$ cat config.mk
export PLATFORM = sky130hd
export DESIGN_NAME = exp6_unidade_controle
export DESIGN_NICKNAME = d
export VERILOG_FILES = /design/src/rtl/exp6_pkg.sv /design/src/rtl/exp6_contador_timeout.sv /design/src/rtl/exp6_unidade_controle.sv
export SDC_FILE = /design/constraint.sdc
export NUM_CORES = 1
export LEC_CHECK = 0
export BUFFER_PORTS_ARGS = -buffer_cell sky130_fd_sc_hd__buf_2
export CORE_UTILIZATION = 40
export DETAILED_ROUTE_END_ITERATION = 7
export PLACE_DENSITY = 0.64
export SYNTH_ARGS = -nofsm -noshare
export SYNTH_HDL_FRONTEND = slang
export SYNTH_SLANG_ARGS = --single-unit
$ cat constraint.sdc
create_clock -name clock -period 2.1 [get_ports clock]
set_clock_uncertainty 0.1 [all_clocks]
set_input_delay 0.315 -clock clock [delete_from_list [all_inputs] [get_ports clock]]
set_output_delay 0.315 -clock clock [all_outputs]
set_load 0.05 [all_outputs]
$ cat src/rtl/exp6_pkg.sv
`default_nettype none
// ============================================================================
// exp6_pkg : shared state encodings and defaults for the Experiment 6 control unit
// Rev 1.0
// ============================================================================
package exp6_pkg;

    localparam int c_timeout_cycles = 5000;

    // Codes double as the db_estado display value
    typedef enum logic [3:0] {
        S_INICIAL        = 4'h0,
        S_PREPARACAO     = 4'h1,
        S_INICIA_RODADA  = 4'h2,
        S_ESPERA_JOGADA  = 4'h3,
        S_REGISTRA       = 4'h4,
        S_COMPARACAO     = 4'h5,
        S_PROXIMA_JOGADA = 4'h6,
        S_PROXIMA_RODADA = 4'h7,
        S_FIM_ACERTO     = 4'hA,
        S_FIM_TIMEOUT    = 4'hD,
        S_FIM_ERRO       = 4'hE
    } estado_t;

endpackage
`default_nettype wire

$ cat src/rtl/exp6_contador_timeout.sv
`default_nettype none
// ============================================================================
// exp6_contador_timeout : saturating per-move timer, fim at count M-1
// Rev 1.0
// ============================================================================
module exp6_contador_timeout #(
    parameter int M = 5000
) (
    input  logic clock,
    input  logic reset,
    input  logic conta,
    input  logic zera,
    output logic fim
);

    localparam int c_W = (M > 2) ? $clog2(M) : 1;

    logic [c_W-1:0] r_conta;

    assign fim = (r_conta == c_W'(M - 1));

    // Holds at M-1 so a late jogada can never see a wrapped count
    always_ff @(posedge clock or negedge reset) begin
        if (!reset) begin
            r_conta <= '0;
        end else if (zera) begin
            r_conta <= '0;
        end else if (conta && !fim) begin
            r_conta <= r_conta + 1'b1;
        end
    end

endmodule
`default_nettype wire

$ cat src/rtl/exp6_unidade_controle.sv
`default_nettype none
// ============================================================================
// exp6_unidade_controle : Moore control unit for the Experiment 6 memory game
// Rev 1.0
// ============================================================================
module exp6_unidade_controle
    import exp6_pkg::*;
#(
    parameter int TIMEOUT_CYCLES = c_timeout_cycles
) (
    input  logic       clock,
    input  logic       reset,
    input  logic       iniciar,
    input  logic       nivel,
    input  logic       jogada,
    input  logic       igual,
    input  logic       fimE,
    input  logic       fimL,
    input  logic       meioL,
    output logic       zeraE,
    output logic       contaE,
    output logic       zeraL,
    output logic       contaL,
    output logic       zeraR,
    output logic       registraR,
    output logic       registraN,
    output logic       acertou,
    output logic       errou,
    output logic       timeout,
    output logic       pronto,
    output logic [3:0] db_estado
);

    estado_t r_estado;
    estado_t w_proximo;
    logic    w_espera;
    logic    w_fim_timeout;
    logic    w_ultima;

    assign w_espera = (r_estado == S_ESPERA_JOGADA);
    assign w_ultima = nivel ? fimL : meioL;

    exp6_contador_timeout #(
        .M (TIMEOUT_CYCLES)
    ) u_timeout (
        .clock (clock),
        .reset (reset),
        .conta (w_espera),
        .zera  (!w_espera),
        .fim   (w_fim_timeout)
    );

    always_ff @(posedge clock or negedge reset) begin
        if (!reset) begin
            r_estado <= S_INICIAL;
        end else begin
            r_estado <= w_proximo;
        end
    end

    always_comb begin
        w_proximo = S_INICIAL;
        case (r_estado)
            S_INICIAL:        w_proximo = iniciar ? S_PREPARACAO : S_INICIAL;
            S_PREPARACAO:     w_proximo = S_INICIA_RODADA;
            S_INICIA_RODADA:  w_proximo = S_ESPERA_JOGADA;
            // A move arriving on the expiry cycle still counts
            S_ESPERA_JOGADA: begin
                if (jogada)             w_proximo = S_REGISTRA;
                else if (w_fim_timeout) w_proximo = S_FIM_TIMEOUT;
                else                    w_proximo = S_ESPERA_JOGADA;
            end
            S_REGISTRA:       w_proximo = S_COMPARACAO;
            S_COMPARACAO: begin
                if (!igual)         w_proximo = S_FIM_ERRO;
                else if (!fimE)     w_proximo = S_PROXIMA_JOGADA;
                else if (w_ultima)  w_proximo = S_FIM_ACERTO;
                else                w_proximo = S_PROXIMA_RODADA;
            end
            S_PROXIMA_JOGADA: w_proximo = S_ESPERA_JOGADA;
            S_PROXIMA_RODADA: w_proximo = S_INICIA_RODADA;
            S_FIM_ACERTO,
            S_FIM_ERRO,
            S_FIM_TIMEOUT:    w_proximo = iniciar ? S_PREPARACAO : r_estado;
            default:          w_proximo = S_INICIAL;
        endcase
    end

    always_comb begin
        zeraE     = 1'b0;
        contaE    = 1'b0;
        zeraL     = 1'b0;
        contaL    = 1'b0;
        zeraR     = 1'b0;
        registraR = 1'b0;
        registraN = 1'b0;
        acertou   = 1'b0;
        errou     = 1'b0;
        timeout   = 1'b0;
        pronto    = 1'b0;
        case (r_estado)
            S_PREPARACAO: begin
                zeraE     = 1'b1;
                zeraL     = 1'b1;
                zeraR     = 1'b1;
                registraN = 1'b1;
            end
            S_INICIA_RODADA:  zeraE     = 1'b1;
            S_REGISTRA:       registraR = 1'b1;
            S_PROXIMA_JOGADA: contaE    = 1'b1;
            S_PROXIMA_RODADA: contaL    = 1'b1;
            S_FIM_ACERTO: begin
                pronto  = 1'b1;
                acertou = 1'b1;
            end
            S_FIM_ERRO: begin
                pronto = 1'b1;
                errou  = 1'b1;
            end
            S_FIM_TIMEOUT: begin
                pronto  = 1'b1;
                timeout = 1'b1;
            end
            default: ;
        endcase
    end

    assign db_estado = r_estado;

endmodule
`default_nettype wire
Yosys cells after proc, flatten, opt, wreduce, memory -nomap -nowiden --
Index checks and enable logic that the tools add are counted.
Word-level totals: flip-flop bits (word level) 17, logic and storage cells 43, input port bits 9, output and inout port bits 15
Operators by class: reductions and logical operators 7, multiplexer cells 20, add/subtract/negate cells 1, equality and inequality tests 13
Operator list (count):
- $pmux W4 S7 | 1
- $mux W13 | 2
- $mux W4 | 6
- $eq A4 B3 Y1 const B | 4
- $add A13 B1 Y13 const B | 1
- $eq A13 B13 Y1 const B | 1
- $eq A4 B4 Y1 const B | 3
- $mux W1 | 11
- $eq A4 B2 Y1 const B | 2
- $reduce_or A2 Y1 | 3
- $eq A4 B1 Y1 const B | 1
- $logic_not A4 Y1 | 1
- $reduce_or A3 Y1 | 1
- $ne A2 B1 Y1 const B | 1
- $ne A2 B2 Y1 const B | 1
- $logic_and A1 B1 Y1 | 1
- $logic_not A1 Y1 | 1

Logic depth before layout (Yosys ltp) --
depth in word-level cells 5, depth in mapped cells 5, mapped depth without buffers 5

Hierarchy --
A second synthesis with hierarchy kept.
Second synthesis, totals: cells, all modules 124, area total of the unflattened synthesis 1154.9 um^2
Modules (own cells, without submodules):
- exp6_contador_timeout | area each 721.9 um^2, cells an instance 72, times used 1, seq. area each 325.3 um^2
- exp6_unidade_controle | area each 432.9 um^2, cells an instance 52, times used 1, seq. area each 100.1 um^2

Least setup slack after synthesis --
No wires, ideal clock.
path kind register to output, start point register r_estado[1] (netlist: db_estado[1]), end point output zeraL, cell stages (with the launch flop) 6, setup slack -0.841 ns, arrival 2.526 ns, cell sequence dfrtp_1 > clkbuf_1 > inv_1 > nand2_1 > nor3_1 > buf_4
On the way: longest elaborated chain between the ends 2
RTL lines:
- start: declaration | line exp6_unidade_controle.sv:34 | estado_t r_estado;
- start signal: assignment | line exp6_unidade_controle.sv:57 | r_estado <= w_proximo;
- $eq A4 B1 Y1
- $mux W1
- end: declaration | line exp6_unidade_controle.sv:22 | output logic zeraL,
No other way between the ends.

Final worst setup path --
start point register r_estado[1] (netlist: db_estado[1]), end point output zeraE
On the way: longest elaborated chain between the ends 3, elaborated cells on any way between the ends 4
RTL lines:
- $eq A4 B2 Y1 or $eq A4 B1 Y1 (tied branches) | line exp6_unidade_controle.sv:101 | case (r_estado)
- $reduce_or A2 Y1 (no source line) (*)
- $mux W1 (*) | line exp6_unidade_controle.sv:101
- end: declaration | line exp6_unidade_controle.sv:20 | output logic zeraE,
Mark *: on every way between the ends. The rest lies on a longest branch, timed or not.

==> reports/results.md <==
| Result | Reported |
|---|---|
| WS Path Type | flop to output pin |
| Async set-reset flop share out of synthesis | 100% |
| Total Power | 1.43 mW |
| Critical path endpoint category | output pin |
| Commonest register cell after synthesis | dfrtp_1 |
| Share of the cycle needed by the critical path after routing | 94.4% |
| Pre-antenna DRT Iters | 4 |
| Max H-tree Level | 1 |
| WL final | 2290 µm |
| DR WL/cell | 13.0 µm |
| Via/cell ratio | 5.36 |
| Number of rows in the core area | 18 |
| Synth area leader | dfrtp_1 |
| Area share of fa/ha/maj cells after synthesis | 2.12% |
| Largest cells by area after synthesis | dfrtp_1 (40%), nor2_1 (7.1%), xnor2_1 (5.8%) |
| Most used standard cell by instance count after synthesis | nor2_1 |
| Number of standard cells after synthesis | 126 |
| Max Buffers Root-to-Sink | 2 |
| Met3 wire length | 99 µm |
| Largest family of logic cells by synthesized area | simple AND/OR/NAND/NOR gates |
| Global-route wire length before repair | 3680 µm |
| Die area | 0.00287 mm² |
| Worst path arrival time | 1.57 ns |
| Effective utilization at floorplan | 42.6% |
| Finish-stage setup viols | 0 |
| Top-Level Pins | 24 |
| Number of enable flip-flop cells after synthesis | 0 |
| GP Congestion | 0.772 |
| Clock Latency Late Sink | 0.29 ns |
| Sequential share of the synthesized area | 40.0% |
| Final layout net count | 158 |
| Highest routed layer | met4 |
| Met1 wire length | 1010 µm |
| Post-synthesis share of cell area spent on and, or, nand and nor gates | 30.6% |
| Portion of synthesized cell area occupied by the leading cell type | 40.0% |
| Max-slew violation total from the final report | 0 |
| Transition time at the pin with the least slew margin | 0.471 ns |
| Worst Hold Class | input pin to flop |
| Unrepaired setup endpoints after global routing | false |
| Overall fraction of global-route tracks in use | 18.0% |
| Final hold slack | 0.157 ns |
| Leakage power | 0.534 nW |
| Power per cell area | 1150 mW/mm² |
| DR DRC count | 0 |
| Mean instance size in the synthesized netlist | 8.45 µm² |
| Max-cap violations | 0 |
| DIE HEIGHT | 53.6 µm |
| Maximum net fanout on the critical path | 13 |
| Worst supply voltage drop on vdd | 0.000867 V |
| Number of buffers inserted during clock tree synthesis | 3 |
| Final critical-path required period | 1.98 ns |
| CP Data Required Time | 1.68 ns |
| Vias in the first global route | 833 |
| IO Port Bufs | 23 |
| Seq cells post-synth | 17 |
| Outcome | complete, no violations |
| Overflow left after global routing | 0 |
| Clock tree from TritonCTS | done |
| Floorplan die width | 53.6 µm |
| Std-Cell Core Area | 0.00250 mm² |
| Maximum number of pins on one net before global-route repair | 18 |
| Post-synthesis compound-gate area fraction | 12.1% |
| Share of cells above drive strength 1 | 27.2% |
| Sink Count | 17 |
| CTS clk-pin slew, worst paths | 0.10 ns |
| Count of yosys warnings during synthesis | 0 |
| Number of unique standard cell types used by synthesis | 33 |
| Netlist area before placement | 0.00106 mm² |
| Clock root buffer | clkbuf_4 |
| Via total after detailed routing | 949 |
| Number of antenna violations at the first check in global routing | 0 |
| Detail Route met2 WL | 1170 µm |
| Share of cell area taken by muxes after synthesis | 1.88% |
| Timing-limited maximum frequency | 0.504 GHz |
| Area share of xor/xnor cells in the synthesized design | 7.40% |
| Final number of hold-violating endpoints | 0 |
| CP Launch Type | flop |
| Post-Syn Nets | 136 |
| Syn-to-layout area delta | 17.5% |
| Count of routing violations after the opening detailed-route iteration | 19 |
| Diode count | 0 |
| Worst max-slew margin expressed relative to the limit | 68.6% |
| Post-DRT Antenna Nets | 0 |
| Detailed placement HPWL | 1700 µm |
| Most used standard cells in the synthesized netlist | nor2_1 (20), dfrtp_1 (17), inv_1 (7), nand2_1 (7), xnor2_1 (7) |
==> final cells by class <==
class	instances	area, µm²
Fill cell	257	1250
Inverter	7	26.3
Sequential cell	17	428
Multi-Input combinational cell	94	599
Timing Repair Buffer	25	133
Tap cell	30	37.5
Clock buffer	3	22.5
Clock inverter	1	5.00
==> logic make-up (layout without fill, tap and decap cells) <==
family | count (synthesis) | after routing
fa+ha+maj | 2 | 2
compound gates | 20 | 20
buf+inv | 15 | 36
flops | 17 | 17
simple gates | 61 | 61
mux | 2 | 2
xor+xnor | 9 | 9
==> path summary, 6_finish.rpt <==
| check | end | slack, ns | depth (start not counted) | from |
|---|---|---|---|---|
| min in group asynchronous | u_timeout.r_conta[9]$_DFFE_PN0P_ | 0.35 | 2 | reset |
| max in group asynchronous | db_estado[0]$_DFFE_PN0P_ | 1.26 | 2 | reset |
| max reg2reg | u_timeout.r_conta[1]$_DFFE_PN0P_ | 0.15 | 4 | u_timeout.r_conta[5]$_DFFE_PN0P_ |
| max | zeraE | 0.12 | 4 | db_estado[1]$_DFFE_PN0P_ |
| min reg2reg | u_timeout.r_conta[12]$_DFFE_PN0P_ | 0.46 | 2 | u_timeout.r_conta[12]$_DFFE_PN0P_ |
| min | db_estado[1]$_DFFE_PN0P_ | 0.16 | 2 | jogada |
==> metrics by stage <==
step | worst slack, ns | area [µm²] | setup TNS [ns] | std cells | util [%]
floorplan | -0.187 | 1100 | -0.661 | 126 | -
global placement | 0.187 | 1210 | 0 | 172 | 48.5
global route | 0.00380 | 1250 | 0 | 177 | 50.1
finish | 0.118 | 1250 | 0 | 177 | 50.1
CTS | 0.0427 | 1250 | 0 | 177 | 50.1
detailed placement | 0.161 | 1210 | 0 | 172 | 48.5
==> worst max-delay path, stage by stage, from the launching register on <==
cell,delay (ns)
dfrtp_2,0.50
inv_1,0.10
nand2_1,0.13
a211oi_2,0.25
buf_2,0.29
==> where the power goes <==
group          switching, mW  internal (mW)  total [mW]
clock                  0.102         0.0710       0.173
combinational          0.540          0.217       0.757
sequential             0.131          0.373       0.504
total                  0.773          0.661        1.43
==> layout by cell type (no fill, tap or decap), drive strengths merged, types with 2 or more instances in the layout <==
cell,count
mux2i,2
dfrtp,17
nor2,21
o21ai,6
o221ai,2
inv,7
or3,4
nand2b,5
buf,24
and3,3
nand2,7
xnor2,7
nand3,5
nor2b,3
a211oi,2
nand4,3
clkbuf,3
xor2,2
nor3,6
nor4,2
a21oi,5
==> flip-flops by register name, indices dropped and copies added (netlist names) <==
name,flops
db_estado,4
u_timeout.r_conta,13
==> metal layers <==
layer	vias to the layer above	track usage [%]
met2	24	30.4
met4	0	7.02
met5	-	0
met3	2	4.52
met1	446	21.8
li1	477	-
==> what timing repair did <==
item	in CTS	in global routing
endpoints found under the hold margin	17	0
setup buffers	0	0
gates resized for setup	0	1
hold buffers	1	0
endpoints found under the setup margin	0	3
(Power assumes the default switching activity.)
